===== src/rtl/fetch_ctrl.sv =====
// Instruction fetch controller: 2-entry in-order queue, branch squash, fetch timeout.
// Optional stall performance counter port o_stall_count enabled by FETCH_PERF_CNT_EN.
//
// state  | meaning
// IDLE   | one cycle after reset release, no request
// FETCH  | issuing requests and pushing returned words into the queue
// SQUASH | branch taken while a request was pending; wait for it and drop the data
// ERROR  | memory timed out; requests stopped until reset
module fetch_ctrl #(
    parameter logic [31:0] RESET_VECTOR   = 32'h0000_0000,
    parameter int unsigned TIMEOUT_CYCLES = 16
) (
    input  logic        i_clock,
    input  logic        i_reset,
    input  logic        i_stall,
    input  logic        i_branch_taken,
    input  logic [31:0] i_branch_address,
    input  logic        i_mem_ready,
    input  logic [31:0] i_mem_data,
    output logic        o_mem_req,
    output logic [31:0] o_mem_address,
    output logic        o_valid,
    output logic [31:0] o_address,
    output logic [31:0] o_instruccion,
`ifdef FETCH_PERF_CNT_EN
    output logic [31:0] o_stall_count,
`endif
    output logic        o_error
);

    localparam int TW = (TIMEOUT_CYCLES < 3) ? 1 : $clog2(TIMEOUT_CYCLES);
    localparam logic [TW-1:0] TMO_LAST = TW'(TIMEOUT_CYCLES - 1);

    typedef enum logic [1:0] {IDLE, FETCH, SQUASH, ERROR} state_t;

    state_t        state_q, state_d;
    logic [31:0]   pc_q, pc_d;
    logic          req_q, req_d;
    logic [31:0]   addr_q, addr_d;
    logic [TW-1:0] tmo_q, tmo_d;
    logic [1:0]    cnt_q, cnt_d;
    logic [63:0]   head_q, head_d;
    logic [63:0]   skid_q, skid_d;

    logic        push, pop, flush, timeout, waiting;
    logic [31:0] target;
    logic [63:0] new_entry;

    assign target    = {i_branch_address[31:2], 2'b00};
    assign new_entry = {addr_q, i_mem_data};
    assign waiting   = req_q && !i_mem_ready;
    assign timeout   = waiting && (tmo_q == TMO_LAST);
    assign pop       = (cnt_q != 2'd0) && !i_stall;

    always_comb begin
        state_d = state_q;
        pc_d    = pc_q;
        req_d   = req_q;
        addr_d  = addr_q;
        tmo_d   = waiting ? tmo_q + 1'b1 : '0;
        push    = 1'b0;
        flush   = 1'b0;
        cnt_d   = cnt_q;
        head_d  = head_q;
        skid_d  = skid_q;

        case (state_q)
            IDLE: state_d = FETCH;
            FETCH: begin
                if (timeout) begin
                    state_d = ERROR;
                    flush   = 1'b1;
                end else if (i_branch_taken) begin
                    flush = 1'b1;
                    pc_d  = target;
                    if (waiting) state_d = SQUASH;
                end else if (req_q && i_mem_ready) begin
                    push = 1'b1;
                    pc_d = pc_q + 32'd4;
                end
            end
            SQUASH: begin
                if (timeout) begin
                    state_d = ERROR;
                    flush   = 1'b1;
                end else begin
                    if (i_branch_taken) begin
                        flush = 1'b1;
                        pc_d  = target;
                    end
                    if (i_mem_ready) state_d = FETCH;
                end
            end
            ERROR: begin
                flush = 1'b1;
                tmo_d = '0;
            end
            default: state_d = IDLE;
        endcase

        if (flush) begin
            cnt_d = 2'd0;
        end else if (push && pop) begin
            if (cnt_q == 2'd1) begin
                head_d = new_entry;
            end else begin
                head_d = skid_q;
                skid_d = new_entry;
            end
        end else if (push) begin
            if (cnt_q == 2'd0) head_d = new_entry;
            else               skid_d = new_entry;
            cnt_d = cnt_q + 2'd1;
        end else if (pop) begin
            head_d = skid_q;
            cnt_d  = cnt_q - 2'd1;
        end

        // A pending request is held untouched; a new one issues only with queue room.
        if (state_d == ERROR || state_q == IDLE || state_q == ERROR) begin
            req_d = 1'b0;
        end else if (waiting) begin
            req_d = 1'b1;
        end else if (cnt_d < 2'd2) begin
            req_d  = 1'b1;
            addr_d = pc_d;
        end else begin
            req_d = 1'b0;
        end
    end

    always_ff @(posedge i_clock or negedge i_reset) begin
        if (!i_reset) begin
            state_q <= IDLE;
            pc_q    <= RESET_VECTOR;
            req_q   <= 1'b0;
            addr_q  <= RESET_VECTOR;
            tmo_q   <= '0;
            cnt_q   <= 2'd0;
            head_q  <= '0;
            skid_q  <= '0;
        end else begin
            state_q <= state_d;
            pc_q    <= pc_d;
            req_q   <= req_d;
            addr_q  <= addr_d;
            tmo_q   <= tmo_d;
            cnt_q   <= cnt_d;
            head_q  <= head_d;
            skid_q  <= skid_d;
        end
    end

`ifdef FETCH_PERF_CNT_EN
    logic [31:0] stall_cnt_q, stall_cnt_d;

    always_comb begin
        stall_cnt_d = stall_cnt_q;
        if (o_valid && i_stall && (stall_cnt_q != 32'hFFFF_FFFF))
            stall_cnt_d = stall_cnt_q + 32'd1;
    end

    always_ff @(posedge i_clock or negedge i_reset) begin
        if (!i_reset) stall_cnt_q <= '0;
        else          stall_cnt_q <= stall_cnt_d;
    end

    assign o_stall_count = stall_cnt_q;
`endif

    assign o_mem_req     = req_q;
    assign o_mem_address = addr_q;
    assign o_valid       = (cnt_q != 2'd0);
    assign o_address     = head_q[63:32];
    assign o_instruccion = head_q[31:0];
    assign o_error       = (state_q == ERROR);

endmodule


===== config.mk =====
export PLATFORM = sky130hd
export DESIGN_NAME = fetch_ctrl
export DESIGN_NICKNAME = d
export VERILOG_FILES = /design/src/rtl/fetch_ctrl.sv
export SDC_FILE = /design/constraint.sdc
export NUM_CORES = 1
export LEC_CHECK = 0
export BUFFER_PORTS_ARGS = -buffer_cell sky130_fd_sc_hd__buf_4
export CAP_MARGIN = 20
export CORE_MARGIN = 4
export CORE_UTILIZATION = 35
export DETAILED_ROUTE_END_ITERATION = 10
export PLACE_DENSITY = 0.56
export RECOVER_POWER = 100
export SLEW_MARGIN = 20
export SYNTH_ARGS = -nofsm -noshare
export SYNTH_HDL_FRONTEND = slang
export SYNTH_SLANG_ARGS = --single-unit

===== constraint.sdc =====
create_clock -name i_clock -period 4.1 [get_ports i_clock]
set_input_delay 0.82 -clock i_clock [delete_from_list [all_inputs] [get_ports i_clock]]
set_output_delay 0.82 -clock i_clock [all_outputs]
set_load 0.01 [all_outputs]

==> impl_metrics.csv, run 1 <==
group,metric,value,unit
run_status,status,"finished, violations left",
run_status,violations,"max-capacitance violations, max-slew violations",
cells_and_area,diodes,0,
clock_network,cts_buffers,24,
clock_network,cts_tree,"yes",
timing,period_needed,3350,ps
logic_synthesis,synth_compound_area_share,14.3,%
logic_synthesis,ys_warn_count,0,
logic_synthesis,synth_top_flop_cell,"dfrtp_1",
clock_network,cts_sinks,201,
route,firstDrtPassIters,5,
global_route,grt_pass1_wl,43700,um
pwr,p_clk_share,23.5,%
logic_synthesis,yosysTopAreaCellShare,51.1,%
logic_synthesis,ys_top_cells_by_count,"dfrtp_1, nand2_1, o21ai_0",
logic_synthesis,synthTopCellsByArea,"dfrtp_1, mux2_2, mux2i_1, o21ai_0, nand2_1",
logic_synthesis,synth_cell_types,69,
timing,max_slew_margin,-63.7,%
critical_path,cp.arrival,3760,ps
cells_and_area,final_cells,1454,
critical_path,crit_chain,"inv_1 > ha_1 > nand4b_2 > maj3_1 > a22oi_1 > o21a_1 > nand3b_1 > clkbuf_1 > mux2_2",
logic_synthesis,synth_most_common_cell,"dfrtp_1",
clock_network,h-tree-depth,1,
route,wl_per_cell,18.8,um
logic_synthesis,syn-cell-area,9850,sq um
logic_synthesis,synth_edf_count,0,
pwr,p_sw,3.51,mW
route,vias_per_cell,5.35,
pwr,pwr-share-seq,37.8,%
clock_network,clk-insertion-delay-late,530,ps
route,drc_errors,0,
logic_synthesis,synth_top_family_by_area,"multiplexers",
die,die_h,176,um
logic_synthesis,synth_top_area_cell,"dfrtp_1",
cells_and_area,nets,1135,
global_route,overflow,0,
die,std_cell_rows,61,
logic_synthesis,ys_ff_latch,201,
logic_synthesis,muxShareOfSynthArea,17.8,%
cells_and_area,n_fill_cell,2818,
timing,worstMarginPinSlew,2460,ps
place,placed_cells,1410,
die,coreArea,27800,sq um
place,gp_congestion,0.908,
timing,skew,16.4,ps
die,io-pin-count,168,
job,drv_cap,1,
logic_synthesis,synth-async-reset-ratio,100,%
die,start_util,35.4,%
logic_synthesis,syn_avg_cell_area,10.9,sq um
timing,slew_viol_final,92,
clock_network,cts_buffer_depth,3,
clock_network,post_cts_buffers,0,
die,die_w,176,um
critical_path,cpMaxStageDelayCell,"clkbuf_1",
global_route,grt_pass1_vias,7671,
global_route,antenna_found_initial,1,
pwr,finalPower,9.03,mW
timing,grt_setup_unrepaired,"false",
cells_and_area,layout-drive-gt1-share,21.1,%
critical_path,critPathRequiredTime,4500,ps
clock_network,postCtsHoldBufs,0,
timing,finalSetupTns,0,ps
global_route,grt.total_usage,17.4,%
pwr,p_leak,5.00,nW
timing,period_share,81.8,%
logic_synthesis,synthesis.nets,979,
pwr,power.density,762,nW/um^2
pwr,vdd_ir_drop_max,0.332,mV
timing,report.final.hold_viol_count,0,
logic_synthesis,synthXorXnorAreaFrac,0.534,%
critical_path,max_stage_delay,780,ps
cells_and_area,multi_input_area,4420,sq um
pwr,internal_power,5.52,mW
clock_network,cts.reportedPaths.clkPinSlew,60,ps
critical_path,worstSetupPathType,"reg -> reg",
place,hpwlAfterDp,18400,um
timing,whs,460,ps
critical_path,crit_fanout,16,
timing,max_freq,298,MHz
worst_hold_path,hp-class,"reg -> reg",
timing,setup_viol_count_final,0,
global_route,grt_max_degree,95,
die,dieArea,30900,sq um
cells_and_area,synthToLayoutAreaGrowth,20.4,%
clock_network,cts-root-buf,"clkbuf_16",
pwr,pwr-share-comb,38.7,%
cells_and_area,regArea,5030,sq um
route,wl,27300,um
critical_path,start_kind,"flop",
route,postRouteAntennaNets,0,
logic_synthesis,ys_seq_area_share,51.1,%
logic_synthesis,synth-adder-area-share,1.12,%
logic_synthesis,syn_inst,902,
pwr,switching_share,38.8,%
logic_synthesis,yosys.area_share.simple,11.4,%
route,vias,7774,
route,drt_iter0_markers,734,
critical_path,cp-end-kind,"flop",
place,io_buffers,165,
clock_network,cts_resized,0,
worst max-delay path: cells and delay by family, from the launching register on:
family,cells,cell delay [ps]
multiplexers,1,420
AO/OA/AOI/OAI,2,400
adder cells (fa/ha/maj),2,640
buffers and inverters,2,890
flip-flops,1,460
AND/OR/NAND/NOR,2,420
registers in the layout, summed over array words and instances, names as in the netlist:
name and flops:
o_mem_address 32, cnt_q 2, state_q 2, tmo_q 4
pc_q 32, o_mem_req 1, skid_q 64, head_q 64
layer usage:
metal | vias up | GRT usage [%] | share of wire [%]
met1 | 3802 | 25.1 | 46
met2 | 271 | 26.1 | 44
li1 | 3647 | - | -
met3 | 52 | 3.98 | 7.4
met5 | - | 0 | 0.073
met4 | 2 | 5.46 | 2.8
stage by stage:
step	utilization [%]	instance area (sq um)	setup WS, ps
4_1_cts	44.4	12300	1220
5_1_grt	42.7	11900	500
3_5_place_dp	41.5	11500	873
3_3_place_gp	41.5	11500	887
6_report	42.7	11900	745
2_1_floorplan	-	9850	1300
cell families after synthesis:
family	after synthesis
XOR/XNOR	6
AO/OA/AOI/OAI	216
buffers and inverters	80
AND/OR/NAND/NOR	227
flip-flops	201
adder cells (fa/ha/maj)	9
multiplexers	163
path summary, 6_finish.rpt:
kind | cells after the start | slack (ps) | start | endpoint
min | 1 | 460 | tmo_q[0] | tmo_q[0]
max reg2reg | 9 | 750 | state_q[1] | o_mem_address[13]
max in group asynchronous | 2 | 1210 | i_reset | head_q[39]
min in group asynchronous | 1 | 1010 | i_reset | head_q[59]
max | 9 | 750 | state_q[1] | o_mem_address[13]
min reg2reg | 1 | 460 | tmo_q[0] | tmo_q[0]
power by group through the flow:
stage	clock network, mW	registers (mW)	logic [mW]
after floorplan	0	3.46	2.33
after global placement	0	3.43	3.83
after detailed placement	0	3.45	3.89
after CTS	2.19	3.42	3.90
after global routing	2.29	3.53	3.88
final	2.12	3.42	3.49
cells in the final DEF, fill, tap and decap left out, types with 4 or more instances in the layout:
master,instances
clkbuf_8,7
nand3_1,17
a311oi_1,5
a21oi_1,28
nor2_1,30
ha_1,8
o31ai_1,10
o221ai_1,4
mux2_2,94
clkbuf_1,114
o22ai_1,5
buf_4,76
a31oi_1,8
inv_1,19
a22oi_1,5
o21ai_0,97
mux2i_1,67
and3_1,12
nor4_1,8
a22o_1,4
nand2_1,98
nand4_1,14
and4_1,8
o311ai_0,4
dfrtp_1,201
nor3_1,14
or3_1,5
o311a_1,4
or4_1,4
a32oi_1,5
clkbuf_16,24
cell type report:
class                   instances  share of cell area (%)
flip-flops and latches        201                    42.4
multi-input cells             621                    37.3
repair buffers                190                    8.87
clock buffers                  37                    6.07
well taps                     378                    3.99
clock inverters                 7                   0.697
inverters                      20                   0.633
(Power assumes the default switching activity.)
==> run 2, diff against run 1 <==
--- a/config.mk
+++ b/config.mk
@@ -10,7 +10,7 @@
 export CORE_MARGIN = 4
 export CORE_UTILIZATION = 35
 export DETAILED_ROUTE_END_ITERATION = 10
-export PLACE_DENSITY = 0.56
+export PLACE_DENSITY = 0.58
 export RECOVER_POWER = 100
 export SLEW_MARGIN = 20
 export SYNTH_ARGS = -nofsm -noshare
==> constraint.sdc (replaced) <==
create_clock -name i_clock -period 3.05 [get_ports i_clock]
set_input_delay 0.61 -clock i_clock [delete_from_list [all_inputs] [get_ports i_clock]]
set_output_delay 0.61 -clock i_clock [all_outputs]
set_load 0.01 [all_outputs]
==> run 2 against run 1 <==
Effect of this change:
- critical path depth is 1 lower
- clock power is 52% higher
- count of clock-buffer cells in the layout is 1 lower
- hold slack worse by 130 ps
- maximum frequency is 18% higher
- the flow still finishes with violations (max-capacitance violations, max-slew violations)
- final cell count is 1.6% higher
==> impl_metrics.csv, run 2 (synthesis results as in run 1) <==
group,metric,value,unit
route,drc_errors,0,
pwr,p_leak,5.20,nW
critical_path,start_kind,"flop",
critical_path,crit_chain,"inv_1 > ha_1 > inv_1 > clkbuf_1 > nor2_1 > or3_1 > a22o_1 > mux2_2",
critical_path,max_stage_delay,680,ps
timing,report.final.hold_viol_count,0,
route,vias,7777,
timing,skew,18.9,ps
die,dieArea,30900,sq um
job,drv_cap,1,
clock_network,cts_buffer_depth,3,
route,wl,27200,um
timing,slew_viol_final,64,
clock_network,clk-insertion-delay-late,530,ps
die,die_w,176,um
run_status,status,"finished, violations left",
pwr,switching_share,37.6,%
cells_and_area,mostFrequentLayoutCells,"dfrtp_1, clkbuf_1, nand2_1",
clock_network,cts_sinks,201,
cells_and_area,layout-drive-gt1-share,23.4,%
pwr,p_clk_share,25.4,%
critical_path,cp.arrival,3270,ps
global_route,overflow,0,
timing,period_needed,2850,ps
route,firstDrtPassIters,5,
pwr,internal_power,7.92,mW
route,drt_iter0_markers,660,
clock_network,h-tree-depth,1,
timing,period_share,93.5,%
timing,max_freq,351,MHz
clock_network,cts_resized,0,
cells_and_area,final_common_cell,"dfrtp_1",
die,std_cell_rows,61,
critical_path,crit_top_cell,"inv_1",
global_route,grt_pass1_vias,7669,
timing,grt_setup_unrepaired,"false",
clock_network,postCtsHoldBufs,0,
global_route,grt_pass1_wl,43400,um
place,io_buffers,165,
clock_network,cts-root-buf,"clkbuf_16",
pwr,p_sw,4.76,mW
cells_and_area,fin_util,43.9,%
die,die_h,176,um
timing,finalSetupTns,0,ps
die,io-pin-count,168,
global_route,antenna_found_initial,0,
route,vias_per_cell,5.27,
critical_path,crit_fanout,12,
critical_path,cp_top_family,"buffers and inverters",
pwr,pwr-share-comb,38.5,%
global_route,grt_max_degree,66,
timing,setup_viol_count_final,0,
pwr,pwr-share-seq,36.1,%
place,gp_congestion,0.911,
worst_hold_path,hp-class,"in -> reg",
die,coreArea,27800,sq um
cells_and_area,top_regs,"head_q: 64 flops, skid_q: 64 flops",
clock_network,cts_tree,"yes",
critical_path,cpMaxStageDelayCell,"clkbuf_1",
critical_path,critPathRequiredTime,3460,ps
critical_path,cp-end-kind,"flop",
die,start_util,35.4,%
run_status,violations,"max-capacitance violations, max-slew violations",
clock_network,cts.reportedPaths.clkPinSlew,60,ps
clock_network,post_cts_buffers,0,
cells_and_area,synthToLayoutAreaGrowth,24.0,%
cells_and_area,diodes,0,
timing,worstMarginPinSlew,1730,ps
route,postRouteAntennaNets,0,
critical_path,path_buf_inv,3,
timing,max_slew_margin,-15.3,%
global_route,grt.total_usage,17.3,%
cells_and_area,nets,1159,
clock_network,cts_buffers,25,
pwr,power.density,1040,nW/um^2
critical_path,worstSetupPathType,"reg -> reg",
place,hpwlAfterDp,18600,um
pwr,vdd_ir_drop_max,0.428,mV
route,wl_per_cell,18.4,um
-- run 2: layer usage --
| metal | track usage [%] | vias up | wire length, um |
|---|---|---|---|
| li1 | - | 3687 | - |
| met5 | 0 | - | 0 |
| met1 | 25.1 | 3744 | 12600 |
| met4 | 5.69 | 0 | 860 |
| met2 | 26.5 | 286 | 12200 |
| met3 | 2.63 | 60 | 1660 |
-- run 2: final cells by class --
cell class	count	area (sq um)
Timing Repair Buffer	213	1280
Fill cell	2755	15600
Clock inverter	8	161
Inverter	20	75.1
Tap cell	378	473
Multi-Input combinational cell	621	4440
Sequential cell	201	5030
Clock buffer	36	747
-- run 2: power groups by stage --
stage	sequential, mW	combinational, mW	clock (mW)
after floorplan	4.65	3.13	0
after detailed placement	4.64	5.41	0
after CTS	4.60	5.43	3.32
after global placement	4.61	5.33	0
final	4.58	4.88	3.22
after global routing	4.75	5.41	3.43
-- run 2: final timing paths --
kind | start | end | slack (ps) | depth (start not counted)
min in group asynchronous | i_reset | head_q[12] | 510 | 1
max in group asynchronous | i_reset | state_q[1] | 690 | 2
setup reg to reg | state_q[0] | o_mem_address[23] | 200 | 8
hold / removal | i_mem_data[27] | skid_q[27] | 330 | 2
setup / recovery | state_q[0] | o_mem_address[23] | 200 | 8
hold reg to reg | tmo_q[0] | tmo_q[0] | 460 | 1
-- run 2: stage by stage --
| step | power [mW] | instances | setup WS, ps | hold WS [ps] | instance area (sq um) |
|---|---|---|---|---|---|
| 2_1_floorplan | 7.78 | 902 | 426 | 314 | 9850 |
| 3_3_place_gp | 9.95 | 1433 | 268 | 460 | 11800 |
| 3_5_place_dp | 10.0 | 1433 | 262 | 457 | 11800 |
| 4_1_cts | 13.3 | 1477 | 369 | 75.2 | 12700 |
| 5_1_grt | 13.6 | 1477 | 79.4 | 307 | 12200 |
| 6_report | 12.7 | 1477 | 198 | 325 | 12200 |
-- run 2: worst reg2reg max path: cells and delay by family (launching register included) --
kind | cells | cell delay [ps]
compound gates | 1 | 250
fa+ha+maj | 1 | 380
buf+inv | 3 | 920
flops | 1 | 430
mux | 1 | 250
simple gates | 2 | 500
